==> src/rtl/pipe_ctrl_sequencer.sv <==
// Stall/flush sequencer for the 5-stage pipeline.
// Merges the load-use stall, the data-memory wait, the iterative mul/div
// wait and branch redirects into per-register write enables and flushes.
// It also owns a memory-timeout watchdog and a saturating stall counter.
//
// Ports
//   clk, rst_n                     clock, async active-low reset
//   load_use_stall                 ID/EX load-use hazard (combinational)
//   branch_taken_ex                redirect from EX this cycle
//   dmem_req / dmem_ready          MEM-stage data memory handshake
//   md_start / md_done             EX-stage mul/div handshake
//   pc_we, *_we                    PC and pipeline register write enables
//   *_flush                        load bubble/NOP into pipeline register
//   mem_timeout                    one-cycle watchdog pulse
//   mem_err                        sticky watchdog flag
//   stall_cycles                   saturating count of cycles with pc_we=0
//   state_o                        FSM state (debug)
//
// state     | meaning
// ----------+-----------------------------------------------
// RUN       | no multi-cycle resource outstanding
// MEM_WAIT  | data memory access outstanding, watchdog armed
// MD_WAIT   | mul/div operation outstanding

module pipe_ctrl_sequencer #(
   parameter int MEM_TIMEOUT = 64,
   parameter int CNT_W       = 32
) (
   input  logic             clk,
   input  logic             rst_n,
   input  logic             load_use_stall,
   input  logic             branch_taken_ex,
   input  logic             dmem_req,
   input  logic             dmem_ready,
   input  logic             md_start,
   input  logic             md_done,
   output logic             pc_we,
   output logic             if_id_we,
   output logic             id_ex_we,
   output logic             ex_mem_we,
   output logic             mem_wb_we,
   output logic             if_id_flush,
   output logic             id_ex_flush,
   output logic             ex_mem_flush,
   output logic             mem_wb_flush,
   output logic             mem_timeout,
   output logic             mem_err,
   output logic [CNT_W-1:0] stall_cycles,
   output logic [1:0]       state_o
);

   localparam int WD_W = $clog2(MEM_TIMEOUT);
   localparam logic [WD_W-1:0]  WD_LAST = WD_W'(MEM_TIMEOUT - 1);
   localparam logic [CNT_W-1:0] CNT_MAX = '1;

   localparam logic [1:0] ST_RUN      = 2'd0;
   localparam logic [1:0] ST_MEM_WAIT = 2'd1;
   localparam logic [1:0] ST_MD_WAIT  = 2'd2;

   logic [1:0]       state_q, state_d;
   logic [WD_W-1:0]  wd_cnt_q, wd_cnt_d;
   logic             mem_err_q, mem_err_d;
   logic [CNT_W-1:0] stall_cnt_q, stall_cnt_d;

   logic       wd_fire;
   logic       mem_miss_run;
   logic       md_miss_run;
   logic       mem_hold;
   logic       md_hold;
   logic [4:0] we_c;   // {pc, if_id, id_ex, ex_mem, mem_wb}
   logic [3:0] fl_c;   // {if_id, id_ex, ex_mem, mem_wb}

   always_comb begin
      wd_fire      = (state_q == ST_MEM_WAIT) && !dmem_ready && (wd_cnt_q == WD_LAST);
      mem_miss_run = (state_q == ST_RUN) && dmem_req && !dmem_ready;
      md_miss_run  = (state_q == ST_RUN) && md_start && !md_done;
      // The watchdog cycle counts as completion, so it releases the freeze.
      mem_hold     = ((state_q == ST_MEM_WAIT) && !dmem_ready && !wd_fire) || mem_miss_run;
      md_hold      = ((state_q == ST_MD_WAIT) && !md_done) || md_miss_run;

      we_c = 5'b11111;
      fl_c = 4'b0000;
      if (mem_hold) begin
         we_c = 5'b00000;
         fl_c = 4'b0001;
      end else if (md_hold) begin
         we_c = 5'b00011;
         fl_c = 4'b0010;
      end else if (branch_taken_ex) begin
         // Branch wins over load-use: the dependent instruction is squashed.
         fl_c = 4'b1100;
      end else if (load_use_stall) begin
         we_c = 5'b00111;
         fl_c = 4'b0100;
      end

      state_d = state_q;
      case (state_q)
         ST_RUN: begin
            if (mem_miss_run)
               state_d = ST_MEM_WAIT;
            else if (md_miss_run)
               state_d = ST_MD_WAIT;
         end
         ST_MEM_WAIT: begin
            if (dmem_ready || wd_fire)
               state_d = ST_RUN;
         end
         ST_MD_WAIT: begin
            if (md_done)
               state_d = ST_RUN;
         end
         default: state_d = ST_RUN;
      endcase

      // Counter is zero on the first MEM_WAIT cycle and never exceeds
      // WD_LAST, since MEM_WAIT is always left by then.
      wd_cnt_d = (state_q == ST_MEM_WAIT) ? wd_cnt_q + 1'b1 : '0;

      mem_err_d = mem_err_q | wd_fire;

      stall_cnt_d = stall_cnt_q;
      if (!we_c[4] && (stall_cnt_q != CNT_MAX))
         stall_cnt_d = stall_cnt_q + 1'b1;
   end

   always_ff @(posedge clk or negedge rst_n) begin
      if (!rst_n) begin
         state_q     <= ST_RUN;
         wd_cnt_q    <= '0;
         mem_err_q   <= 1'b0;
         stall_cnt_q <= '0;
      end else begin
         state_q     <= state_d;
         wd_cnt_q    <= wd_cnt_d;
         mem_err_q   <= mem_err_d;
         stall_cnt_q <= stall_cnt_d;
      end
   end

   // Control outputs are forced low combinationally so an asserted reset
   // takes effect without waiting for a clock edge.
   assign pc_we        = rst_n & we_c[4];
   assign if_id_we     = rst_n & we_c[3];
   assign id_ex_we     = rst_n & we_c[2];
   assign ex_mem_we    = rst_n & we_c[1];
   assign mem_wb_we    = rst_n & we_c[0];
   assign if_id_flush  = rst_n & fl_c[3];
   assign id_ex_flush  = rst_n & fl_c[2];
   assign ex_mem_flush = rst_n & fl_c[1];
   assign mem_wb_flush = rst_n & fl_c[0];
   assign mem_timeout  = rst_n & wd_fire;
   assign mem_err      = mem_err_q;
   assign stall_cycles = stall_cnt_q;
   assign state_o      = state_q;

endmodule

==> config.mk <==
export PLATFORM = sky130hd
export DESIGN_NAME = pipe_ctrl_sequencer
export DESIGN_NICKNAME = d
export VERILOG_FILES = /design/src/rtl/pipe_ctrl_sequencer.sv
export SDC_FILE = /design/constraint.sdc
export NUM_CORES = 1
export LEC_CHECK = 0
export BUFFER_PORTS_ARGS = -buffer_cell sky130_fd_sc_hd__buf_4
export CORE_MARGIN = 8
export CORE_UTILIZATION = 57
export DETAILED_ROUTE_END_ITERATION = 12
export PLACE_DENSITY = 0.84
export SKIP_LAST_GASP = 1
export SLEW_MARGIN = 20
export SYNTH_ARGS = -nofsm -noshare
export SYNTH_HDL_FRONTEND = slang
export SYNTH_SLANG_ARGS = --single-unit
==> constraint.sdc <==
create_clock -name clk -period 6.3 [get_ports clk]
set_clock_uncertainty 0.15 [all_clocks]
set_input_delay 1.26 -clock clk [delete_from_list [all_inputs] [get_ports clk]]
set_output_delay 1.26 -clock clk [all_outputs]
set_load 0.1 [all_outputs]
==> metrics.cfg <==
[critical_path]
worstSetupEndpointType = output port
critical_path_class = input pin to output port
cp.arrival_ns = 2.74
startpoint_type = input pin
rrSetupSlack_ns = 3.73
timing.rr.end = stall_cycles[1]$_DFFE_PN0P_
rr_worst_depth = 6
crit_fanout = 32
reg2reg_from = stall_cycles[0]$_DFFE_PN0P_
critPathRequiredTime_ns = 4.89

[timing]
finalWorstPathRequiredPeriod_ns = 4.150
rsz0062_at_grt = no
fin_crit_sh = 0.6588
drv_slew = 0
hold_violations = 0
worst_pin_slew_ns = 0.5175
setup_viol = 0
tns_ns = 0
setup_slack_ns = 2.150
fmax_ghz = 0.2410
relSlewSlack = 0.6514

[final_layout]
layout_commonest_cell = buf_4
area_delta_synth_final_pct = 22.02
diodes = 0
drive_gt1_frac = 0.3373
seqCellArea_um2 = 1026
final_cell_mix = 53 x buf_4, 41 x dfrtp_1, 27 x xnor2_1
multi_input_area_um2 = 1062
nets = 262
fillerInstances = 293

[pwr]
power.leakage_nw = 1.231
power_density_nw_per_um2 = 322.9
vdd_ir_drop_max_mv = 0.4379

[global_routing]
overflow = 0
antenna_found_initial = 0
grt_start_max_net_pins = 45
grt_pass1_vias = 1683
grt_pass1_wl_um = 7976
grtUsageTotal = 0.1598

[synthesis]
yosysWarningCount = 0
ys_seq_area_frac = 0.4715
synth_cells = 200
synth_top_area_cell = dfrtp_1
synth_top_area_share = 0.4715
synth-edff-count = 0
synth-seq-cells = 41
synthArstFlopShare = 1.000
synthDistinctLibCells = 41
synth_area_um2 = 2176
syn_nets = 210
synthFlopType = dfrtp_1
yosys-top-cells-area = dfrtp_1 47%, xnor2_1 11%, nand4_1 3.7%
avgSynthCellArea_um2 = 10.88

[floorplanning]
core_area_um2 = 3661
ios = 53
start_util = 0.5943
fp.dieW_um = 77.79
die_area_um2 = 6051
die_y_um = 77.79
placementRows = 22

[placement]
place_ws_ns = 2.170
place_congestion = 0.7673
portBuffers = 52
dp_hpwl_um = 3463

[clock_tree]
ctsRootBufferMaster = clkbuf_8
clkSlewWorstSetupHoldPaths_ns = 0.07
clockBufferDepth = 2
ctsResizeCount = 0
cts_hold_repair.buffers = 0
post_cts_buffers = 0
clock_latency_ns = 0.29
htreeDepth = 2
numCtsBuffers = 5
clkSinkCount = 41
cts_tree = yes

[hold_path]
hold_end = mem_err$_DFF_PN0_
worstHoldPathType = flop to flop
hp-start = mem_err$_DFF_PN0_
holdPathStages = 1

[detailed_routing]
drc = 0
drt-total-wl_um = 4708
wl_per_cell_um = 15.69
viasPerCell = 5.570
routed-via-count = 1671
postRouteAntennaNets = 0
dr.first_iter.drc_count = 111
firstDrtPassIters = 4

[run]
drv_cap = 0

[run_status]
outcome = complete, no violations

## synthesized netlist by cell type, types with 3 or more instances
| cell | count |
|---|---|
| dfrtp_1 | 41 |
| xnor2_1 | 27 |
| nor2_1 | 16 |
| nand4_1 | 13 |
| nand3_1 | 9 |
| and3_1 | 8 |
| nand2_1 | 8 |
| inv_1 | 6 |
| nand3_2 | 6 |
| xor2_1 | 6 |
| nor3b_1 | 5 |
| and3_2 | 4 |
| and4_1 | 4 |
| o21ai_0 | 4 |
| and4_4 | 3 |
| clkbuf_1 | 3 |
## metal layers
metal | GRT usage | share of wire | up-vias
met5 | 0 | 0 | -
met4 | 0.05849 | 0.013 | 0
met3 | 0.05530 | 0.061 | 6
met2 | 0.2640 | 0.49 | 44
met1 | 0.1872 | 0.44 | 807
li1 | - | - | 814
## worst max-delay path, cell delays in order
cell	delay (ns)
buf_4	0.10
o21ai_0	0.42
o221ai_2	0.17
buf_4	0.28
nor2_1	0.18
buf_4	0.32
## where the power goes
part	switching (mW)	internal, mW
Combinational	0.283	0.0773
Clock	0.0823	0.0868
Sequential	0.0369	0.291
Total	0.402	0.455
## worst max path at each step
stage,startpoint,end
CTS,dmem_req,pc_we
global placement,dmem_req,pc_we
detailed placement,dmem_req,pc_we
floorplan,md_start,pc_we
global route,dmem_req,if_id_we
finish,dmem_req,pc_we
## stage by stage
stage	std cells	cell area [um^2]	util	power [mW]	hold slack, ns
after CTS	300	2655	0.7252	0.8654	0.3233
after detailed placement	293	2569	0.7016	0.6942	0.3048
final	300	2655	0.7252	0.8574	0.3198
after floorplan	200	2176	-	0.6137	0.2831
after global routing	300	2655	0.7252	0.8926	0.3622
after global placement	293	2569	0.7016	0.6880	0.3002
## flip-flops by register name, indices dropped and copies added (netlist names)
register / cells
wd_cnt_q: 6
mem_err: 1
state_o: 2
stall_cycles: 32
## area by class of cell
| type | instances | area share |
|---|---|---|
| tap | 48 | 0.02262 |
| timing repair buffer | 53 | 0.1499 |
| sequential | 41 | 0.3864 |
| multi-input combinational | 145 | 0.4001 |
| clock buffer | 7 | 0.03252 |
| inverter | 6 | 0.008483 |
## kinds of logic (layout without fill, tap and decap cells)
group / after synthesis / count (layout) / synth area share
AO/OA/AOI/OAI: 11 / 11 / 0.03278
XOR/XNOR: 33 / 33 / 0.1328
adder cells (fa/ha/maj): 2 / 2 / 0.01150
buffers and inverters: 14 / 66 / 0.04312
flip-flops: 41 / 41 / 0.4715
multiplexers: 2 / 2 / 0.01035
AND/OR/NAND/NOR: 97 / 97 / 0.2979
Note: power is estimated with default switching activity, not from simulation.
